<file path="src/rtl/core_fwd_pkg.sv">
// rtl/core_fwd_pkg.sv - shared constants, operand record and helpers for the forwarding stage
`ifndef ALU_SRC_OP1_PC
`define ALU_SRC_OP1_PC 1'b1
`endif
`ifndef ALU_SRC_OP2_IMM
`define ALU_SRC_OP2_IMM 1'b1
`endif

package core_fwd_pkg;

  // Default configuration; the operand record below is sized from these.
  localparam int CFG_XLEN = 32;
  localparam int CFG_NSRC = 2;
  localparam int CFG_NSTG = 3;

  // Width of a bypass select able to name the register file plus every stage.
  function automatic int selw(input int nstg);
    return $clog2(nstg + 1);
  endfunction

  localparam int CFG_SELW = selw(CFG_NSTG);

  // Bypass-select encoding: 0 is the register file, stage k is k+1.
  localparam int BP_REGFILE = 0;

  function automatic int bp_stage(input int k);
    return k + 1;
  endfunction

  // Everything the issue register hands to execute for one instruction.
  typedef struct packed {
    logic [CFG_XLEN-1:0]                 op1;
    logic [CFG_XLEN-1:0]                 op2;
    logic [CFG_NSRC-1:0][CFG_XLEN-1:0]   bp;
    logic [CFG_NSRC-1:0][CFG_SELW-1:0]   bp_sel;
    logic [4:0]                          rd;
    logic                                rd_we;
  } operand_t;

endpackage

</file>
<file path="src/rtl/core_exec_fwd_if.sv">
// rtl/core_exec_fwd_if.sv - decode/forwarding/execute bundle for the issue stage
interface core_exec_fwd_if #(
  parameter int XLEN = core_fwd_pkg::CFG_XLEN,
  parameter int NSRC = core_fwd_pkg::CFG_NSRC,
  parameter int NSTG = core_fwd_pkg::CFG_NSTG,
  parameter int SELW = core_fwd_pkg::selw(NSTG)
) ();

  // Decode side
  logic                       i_flush;
  logic                       i_valid;
  logic                       o_ready;
  logic [NSRC-1:0][4:0]       i_rs;
  logic [NSRC-1:0][XLEN-1:0]  i_rs_val;
  logic                       i_alu_op1_sel;
  logic                       i_alu_op2_sel;
  logic [XLEN-3:0]            i_pc;
  logic [XLEN-1:0]            i_imm;
  logic [4:0]                 i_rd;
  logic                       i_rd_we;

  // In-flight producers, index 0 youngest
  logic [NSTG-1:0][4:0]       i_stg_rd;
  logic [NSTG-1:0]            i_stg_we;
  logic [NSTG-1:0][XLEN-1:0]  i_stg_val;
  logic [NSTG-1:0]            i_stg_rdy;

  // Execute side
  logic                       o_valid;
  logic                       i_ready;
  logic [XLEN-1:0]            o_op1;
  logic [XLEN-1:0]            o_op2;
  logic [NSRC-1:0][XLEN-1:0]  o_bp;
  logic [NSRC-1:0][SELW-1:0]  o_bp_sel;
  logic [4:0]                 o_rd;
  logic                       o_rd_we;
  logic [15:0]                o_stall_cnt;

  modport slave (
    input  i_flush, i_valid, i_rs, i_rs_val, i_alu_op1_sel, i_alu_op2_sel,
           i_pc, i_imm, i_rd, i_rd_we, i_stg_rd, i_stg_we, i_stg_val,
           i_stg_rdy, i_ready,
    output o_ready, o_valid, o_op1, o_op2, o_bp, o_bp_sel, o_rd, o_rd_we,
           o_stall_cnt
  );

  modport master (
    output i_flush, i_valid, i_rs, i_rs_val, i_alu_op1_sel, i_alu_op2_sel,
           i_pc, i_imm, i_rd, i_rd_we, i_stg_rd, i_stg_we, i_stg_val,
           i_stg_rdy, i_ready,
    input  o_ready, o_valid, o_op1, o_op2, o_bp, o_bp_sel, o_rd, o_rd_we,
           o_stall_cnt
  );

endinterface

</file>
<file path="src/rtl/core_fwd_sel.sv">
// rtl/core_fwd_sel.sv - youngest-producer bypass match for a single source operand
module core_fwd_sel
  import core_fwd_pkg::*;
#(
  parameter int XLEN = CFG_XLEN,
  parameter int NSTG = CFG_NSTG,
  parameter int SELW = selw(NSTG)
) (
  input  logic [4:0]                i_rs,
  input  logic [XLEN-1:0]           i_rs_val,
  input  logic [NSTG-1:0][4:0]      i_stg_rd,
  input  logic [NSTG-1:0]           i_stg_we,
  input  logic [NSTG-1:0][XLEN-1:0] i_stg_val,
  input  logic [NSTG-1:0]           i_stg_rdy,
  output logic [XLEN-1:0]           o_val,
  output logic [SELW-1:0]           o_sel,
  output logic                      o_hazard
);

  // Scan oldest to youngest so the youngest hit is the one that sticks; only
  // that stage's readiness matters, older ready copies are stale.
  always_comb begin
    o_val    = i_rs_val;
    o_sel    = SELW'(BP_REGFILE);
    o_hazard = 1'b0;
    if (i_rs == 5'd0) begin
      o_val = '0;
    end else begin
      for (int k = NSTG - 1; k >= 0; k--) begin
        if (i_stg_we[k] && (i_stg_rd[k] == i_rs)) begin
          o_val    = i_stg_val[k];
          o_sel    = SELW'(bp_stage(k));
          o_hazard = !i_stg_rdy[k];
        end
      end
    end
  end

endmodule

</file>
<file path="src/rtl/core_exec_fwd.sv">
// rtl/core_exec_fwd.sv - operand forwarding and issue register between decode and execute
module core_exec_fwd
  import core_fwd_pkg::*;
#(
  parameter int XLEN = CFG_XLEN,
  parameter int NSRC = CFG_NSRC,
  parameter int NSTG = CFG_NSTG,
  parameter int SELW = selw(NSTG)
) (
  input  logic           i_clk,
  input  logic           i_reset_n,
  core_exec_fwd_if.slave bus
);

  // The operand record is sized from the package defaults, so the parameters
  // here are expected to keep those values.
  logic [NSRC-1:0][XLEN-1:0] w_val;
  logic [NSRC-1:0][SELW-1:0] w_sel;
  logic [NSRC-1:0]           w_hazard_src;
  logic                      w_hazard;
  logic                      w_ready;
  logic                      w_accept;
  operand_t                  w_next;

  operand_t                  r_out;
  logic                      r_valid;
  logic [15:0]               r_stall_cnt;

  for (genvar s = 0; s < NSRC; s++) begin : g_src
    core_fwd_sel #(
      .XLEN (XLEN),
      .NSTG (NSTG),
      .SELW (SELW)
    ) u_sel (
      .i_rs      (bus.i_rs[s]),
      .i_rs_val  (bus.i_rs_val[s]),
      .i_stg_rd  (bus.i_stg_rd),
      .i_stg_we  (bus.i_stg_we),
      .i_stg_val (bus.i_stg_val),
      .i_stg_rdy (bus.i_stg_rdy),
      .o_val     (w_val[s]),
      .o_sel     (w_sel[s]),
      .o_hazard  (w_hazard_src[s])
    );
  end

  assign w_hazard = |w_hazard_src;
  assign w_ready  = !w_hazard && (!r_valid || bus.i_ready) && !bus.i_flush;
  assign w_accept = bus.i_valid && w_ready;

  // Build the record to capture: ALU operand muxing plus raw forwarded values
  always_comb begin
    w_next        = '0;
    w_next.op1    = (bus.i_alu_op1_sel == `ALU_SRC_OP1_PC) ? {bus.i_pc, 2'b00} : w_val[0];
    w_next.op2    = (bus.i_alu_op2_sel == `ALU_SRC_OP2_IMM) ? bus.i_imm : w_val[1];
    w_next.bp     = w_val;
    w_next.bp_sel = w_sel;
    w_next.rd     = bus.i_rd;
    w_next.rd_we  = bus.i_rd_we;
  end

  // Issue register: flush kills, accept loads, consume drains, otherwise hold
  always_ff @(posedge i_clk or negedge i_reset_n) begin
    if (!i_reset_n) begin
      r_valid <= 1'b0;
      r_out   <= '0;
    end else if (bus.i_flush) begin
      r_valid <= 1'b0;
    end else if (w_accept) begin
      r_valid <= 1'b1;
      r_out   <= w_next;
    end else if (r_valid && bus.i_ready) begin
      r_valid <= 1'b0;
    end
  end

  // Saturating count of cycles decode was held back by a load-use hazard
  always_ff @(posedge i_clk or negedge i_reset_n) begin
    if (!i_reset_n) begin
      r_stall_cnt <= '0;
    end else if (bus.i_valid && w_hazard && !bus.i_flush && (r_stall_cnt != 16'hFFFF)) begin
      r_stall_cnt <= r_stall_cnt + 16'd1;
    end
  end

  assign bus.o_ready     = w_ready;
  assign bus.o_valid     = r_valid;
  assign bus.o_op1       = r_out.op1;
  assign bus.o_op2       = r_out.op2;
  assign bus.o_bp        = r_out.bp;
  assign bus.o_bp_sel    = r_out.bp_sel;
  assign bus.o_rd        = r_out.rd;
  assign bus.o_rd_we     = r_out.rd_we;
  assign bus.o_stall_cnt = r_stall_cnt;

endmodule

</file>
<file path="src/flat_wrapper.sv">
// flat-port wrapper written by rule: the top's interface ports become plain ports
module core_exec_fwd_flat import core_fwd_pkg::*;
#(
  parameter int XLEN = CFG_XLEN,
  parameter int NSRC = CFG_NSRC,
  parameter int NSTG = CFG_NSTG,
  parameter int SELW = selw(NSTG)
)
  (i_clk, i_reset_n, bus_i_flush, bus_i_valid, bus_i_rs, bus_i_rs_val, bus_i_alu_op1_sel, bus_i_alu_op2_sel, bus_i_pc, bus_i_imm, bus_i_rd, bus_i_rd_we, bus_i_stg_rd, bus_i_stg_we, bus_i_stg_val, bus_i_stg_rdy, bus_i_ready, bus_o_ready, bus_o_valid, bus_o_op1, bus_o_op2, bus_o_bp, bus_o_bp_sel, bus_o_rd, bus_o_rd_we, bus_o_stall_cnt);
  core_exec_fwd_if #(.XLEN(XLEN), .NSRC(NSRC), .NSTG(NSTG), .SELW(SELW)) bus_i ();
  input  logic i_clk;
  input  logic i_reset_n;
  input wire logic [$bits(bus_i.i_flush)-1:0] bus_i_flush;
  input wire logic [$bits(bus_i.i_valid)-1:0] bus_i_valid;
  input wire logic [$bits(bus_i.i_rs)-1:0] bus_i_rs;
  input wire logic [$bits(bus_i.i_rs_val)-1:0] bus_i_rs_val;
  input wire logic [$bits(bus_i.i_alu_op1_sel)-1:0] bus_i_alu_op1_sel;
  input wire logic [$bits(bus_i.i_alu_op2_sel)-1:0] bus_i_alu_op2_sel;
  input wire logic [$bits(bus_i.i_pc)-1:0] bus_i_pc;
  input wire logic [$bits(bus_i.i_imm)-1:0] bus_i_imm;
  input wire logic [$bits(bus_i.i_rd)-1:0] bus_i_rd;
  input wire logic [$bits(bus_i.i_rd_we)-1:0] bus_i_rd_we;
  input wire logic [$bits(bus_i.i_stg_rd)-1:0] bus_i_stg_rd;
  input wire logic [$bits(bus_i.i_stg_we)-1:0] bus_i_stg_we;
  input wire logic [$bits(bus_i.i_stg_val)-1:0] bus_i_stg_val;
  input wire logic [$bits(bus_i.i_stg_rdy)-1:0] bus_i_stg_rdy;
  input wire logic [$bits(bus_i.i_ready)-1:0] bus_i_ready;
  output wire logic [$bits(bus_i.o_ready)-1:0] bus_o_ready;
  output wire logic [$bits(bus_i.o_valid)-1:0] bus_o_valid;
  output wire logic [$bits(bus_i.o_op1)-1:0] bus_o_op1;
  output wire logic [$bits(bus_i.o_op2)-1:0] bus_o_op2;
  output wire logic [$bits(bus_i.o_bp)-1:0] bus_o_bp;
  output wire logic [$bits(bus_i.o_bp_sel)-1:0] bus_o_bp_sel;
  output wire logic [$bits(bus_i.o_rd)-1:0] bus_o_rd;
  output wire logic [$bits(bus_i.o_rd_we)-1:0] bus_o_rd_we;
  output wire logic [$bits(bus_i.o_stall_cnt)-1:0] bus_o_stall_cnt;
  assign bus_i.i_flush = bus_i_flush;
  assign bus_i.i_valid = bus_i_valid;
  assign bus_i.i_rs = bus_i_rs;
  assign bus_i.i_rs_val = bus_i_rs_val;
  assign bus_i.i_alu_op1_sel = bus_i_alu_op1_sel;
  assign bus_i.i_alu_op2_sel = bus_i_alu_op2_sel;
  assign bus_i.i_pc = bus_i_pc;
  assign bus_i.i_imm = bus_i_imm;
  assign bus_i.i_rd = bus_i_rd;
  assign bus_i.i_rd_we = bus_i_rd_we;
  assign bus_i.i_stg_rd = bus_i_stg_rd;
  assign bus_i.i_stg_we = bus_i_stg_we;
  assign bus_i.i_stg_val = bus_i_stg_val;
  assign bus_i.i_stg_rdy = bus_i_stg_rdy;
  assign bus_i.i_ready = bus_i_ready;
  assign bus_o_ready = bus_i.o_ready;
  assign bus_o_valid = bus_i.o_valid;
  assign bus_o_op1 = bus_i.o_op1;
  assign bus_o_op2 = bus_i.o_op2;
  assign bus_o_bp = bus_i.o_bp;
  assign bus_o_bp_sel = bus_i.o_bp_sel;
  assign bus_o_rd = bus_i.o_rd;
  assign bus_o_rd_we = bus_i.o_rd_we;
  assign bus_o_stall_cnt = bus_i.o_stall_cnt;
  core_exec_fwd #(.XLEN(XLEN), .NSRC(NSRC), .NSTG(NSTG), .SELW(SELW)) u_core (.i_clk(i_clk), .i_reset_n(i_reset_n), .bus(bus_i));
endmodule
</file>
<file path="config.mk">
export PLATFORM = sky130hd
export DESIGN_NAME = core_exec_fwd_flat
export DESIGN_NICKNAME = d
export VERILOG_FILES = /design/src/rtl/core_fwd_pkg.sv /design/src/rtl/core_exec_fwd_if.sv /design/src/rtl/core_fwd_sel.sv /design/src/rtl/core_exec_fwd.sv /design/src/flat_wrapper.sv
export SDC_FILE = /design/constraint.sdc
export NUM_CORES = 1
export LEC_CHECK = 0
export BUFFER_PORTS_ARGS = -buffer_cell sky130_fd_sc_hd__buf_4
export CORE_AREA = 5 5 162 164
export DETAILED_ROUTE_END_ITERATION = 8
export DIE_AREA = 0 0 167 169
export PLACE_DENSITY = 0.76
export SYNTH_ARGS = -nofsm -noshare
export SYNTH_HDL_FRONTEND = slang
export SYNTH_SLANG_ARGS = --single-unit
export TNS_END_PERCENT = 100
</file>
<file path="constraint.sdc">
create_clock -name i_clk -period 2.5 [get_ports i_clk]
set_clock_uncertainty 0.2 [all_clocks]
set_input_delay 0.375 -clock i_clk [delete_from_list [all_inputs] [get_ports i_clk]]
set_output_delay 0.375 -clock i_clk [all_outputs]
set_load 0.05 [all_outputs]
</file>
==> results_dict.tcl <==
set metrics [dict create \
    status "completed" \
    fin_cells 1945 \
    period_needed_ps 2460 \
    worstMarginPinSlew_ps 1280 \
    yosys_warnings 0 \
    syn_area_um2 9150 \
    fin_crit_sh_pct 98.5 \
    grt_usage_pct 29.2 \
    viasPerCell 5.63 \
    drt_first_pass_iters 6 \
    slowest_stage "a311oi_4" \
    dp_hpwl_um 33000 \
    root_buffer "clkbuf_16" \
    fill_cells 2248 \
    antenna_found_initial 1 \
    ys_ff_latch 155 \
    placed_area_um2 13400 \
    ir_drop_uv 443 \
    overflow 0 \
    cts_sinks 155 \
    path_class "in2out" \
    final_cell_mix "buf_4, nand2_1, dfrtp_1" \
    synth.avg_cell_area_um2 8.02 \
    synthToLayoutAreaGrowth_pct 55.4 \
    numCtsBuffers 17 \
    critPathTopFamily "buffers and inverters" \
    relSlewSlack_pct 14.6 \
    mostFrequentLayoutCell "buf_4" \
    ff_latch_area_um2 3880 \
    route.detailed.drc 0 \
    htreeDepth 4 \
    initialDrtViolationCount 1402 \
    synth.distinct_cells 47 \
    max-cap-violations 0 \
    async_reset_ff_share_pct 100 \
    die_w_um 167 \
    critical_path_arrival_ps 1890 \
    io_buffers 421 \
    grt_max_degree 64 \
    required_ps 1920 \
    final_util_pct 57.5 \
    dieHeight_um 169 \
    report.final.slew_viol_count 0 \
    synth_nets 1408 \
    cp-start-kind "input pin" \
    routedWlPerCell_um 22.1 \
    clkTransAtPathRegs_ps 80 \
    seq_area_frac_synth_pct 42.4 \
    gp_congestion 0.969 \
    synth_top_area_share_pct 42.4 \
    rrSetupSlack_ps 310 \
    core_area_um2 24700 \
    start_util_pct 37.0 \
    rsz0062_at_grt "true" \
    dr_total_vias 11000 \
    syn-instance-count 1141 \
    cts_tree "done" \
    synth.area.top_cells "dfrtp_1, nand2_1, o21ai_0, a21oi_1, xnor2_1" \
    final_cell_area_um2 14200 \
    worstPathCellList "buf_4 -> xnor2_2 -> nand3_2 -> buf_6 -> nor3_1 -> buf_4 -> a311oi_4 -> o22ai_2 -> nor3_4 -> buf_6" \
    p_leak_uw 0.00693 \
    ant_nets 0 \
    hp-class "in2reg" \
    placed_cells 1902 \
    fmax_mhz 406 \
    fp-row-count 58 \
    routed_wl_um 42900 \
    drive_gt1_share_pct 36.6 \
    ys.flop_type "dfrtp_1" \
    io_pins 422 \
    path_buf_inv 4 \
    cp-end-kind "output pin" \
    yosysTopAreaCell "dfrtp_1" \
    clockBufferDepth 2 \
    synth-edff-count 0 \
    setup_viol 0 \
    grt_pass1_wl_um 64500 \
    clk_latency_ps 420 \
    multi_input_area_um2 4970 \
    fin_nets 1868 \
    critPathMaxStageDelay_ps 300 \
    powerDensity_nw_per_um2 728 \
    worst-path-max-fanout 3 \
    grt_pass1_vias 10600 \
    dieArea_um2 28200 \
    finalHoldViolCount 0 \
]
==> final timing paths <==
path / start / endpoint / cells past startpoint
worst max-delay path: bus_i_rs[3] / bus_o_ready / 10
worst min-delay path: bus_i_pc[18] / u_core.bus.o_op1[20] / 3
worst max register to register: u_core.bus.o_stall_cnt[3] / u_core.bus.o_stall_cnt[1] / 7
worst min register to register: u_core.bus.o_bp[33] / u_core.bus.o_bp[33] / 2
max in group asynchronous: i_reset_n / u_core.bus.o_bp[55] / 3
min in group asynchronous: i_reset_n / u_core.bus.o_op1[19] / 2
==> where the power goes <==
group	internal (µW)	switching [µW]	total, µW	leakage [µW]
clock	1520	1220	2740	0.000294
sequential	2980	317	3300	0.00190
combinational	1450	2880	4320	0.00474
==> logic make-up after synthesis <==
logic type	count (synthesis)	share of synthesized area (%)
fa+ha+maj	1	0.137
flops	155	42.4
xor+xnor	45	4.31
simple gates	434	21.2
compound gates	377	25.2
buf+inv	116	5.35
mux	13	1.44
==> metal layers <==
metal / vias up / part of all wire, % / GRT usage [%]
met4: 0 / 3.2 / 9.75
li1: 4966 / - / -
met1: 5210 / 41 / 40.3
met5: - / 0 / 0
met2: 678 / 45 / 44.7
met3: 98 / 10 / 7.64
==> area by class of cell <==
| class | instances | area share, % |
|---|---|---|
| Antenna cell | 1 | 0.0176 |
| Clock buffer | 18 | 3.02 |
| Clock inverter | 14 | 1.26 |
| Inverter | 21 | 0.554 |
| Multi-Input combinational cell | 870 | 34.9 |
| Sequential cell | 155 | 27.3 |
| Tap cell | 330 | 2.90 |
| Timing Repair Buffer | 536 | 30.0 |
==> cell usage after synthesis, types with 4 or more instances <==
master    instances
buf_2            34
nand3_1          48
a22o_1           18
a31oi_1          43
o21ai_0         140
nand4_1          21
xor2_1            9
a211oi_1         12
buf_1             4
clkbuf_1         55
mux2i_1          12
inv_1            21
a21oi_1          71
and3_1           24
o31ai_1          17
o211ai_1         20
o21ai_1           4
nor3_1            7
xnor2_1          36
nand2_1         224
o21a_1           19
or3_1            15
and2_1           18
nor2_1           66
nand2b_1          4
dfrtp_1         155
a22oi_1          20
==> tightest hold or removal path: stages <==
cell and delay [ps]:
buf_4 110, nand2_1 50, a31oi_1 70
==> metrics by stage <==
step / power [µW] / TNS (ps) / setup slack [ps] / hold slack (ps)
final: 10400 / 0 / 38.7 / 19.6
after global routing: 10800 / -17.0 / -17.0 / 6.14
after CTS: 10400 / 0 / 20.6 / 1.45
after detailed placement: 7620 / -16230 / -232 / 140
after global placement: 7570 / -11840 / -147 / 139
after floorplan: 5810 / -64.2 / -64.2 / -121
==> sequential cells by signal, summed over array words and instances, names as in the netlist <==
register	cells
u_core.bus.o_stall_cnt	16
u_core.bus.o_valid	1
u_core.bus.o_rd_we	1
u_core.bus.o_bp	64
u_core.bus.o_op1	32
u_core.bus.o_bp_sel	4
u_core.bus.o_op2	32
u_core.bus.o_rd	5
==> repair_timing <==
action	CTS	global route
setup buffers	2	0
endpoints found under the setup margin	1	1
gates resized for setup	6	14
hold buffers	8	0
hold endpoints to repair	49	0
pin swaps	4	5
(Power assumes the default switching activity.)
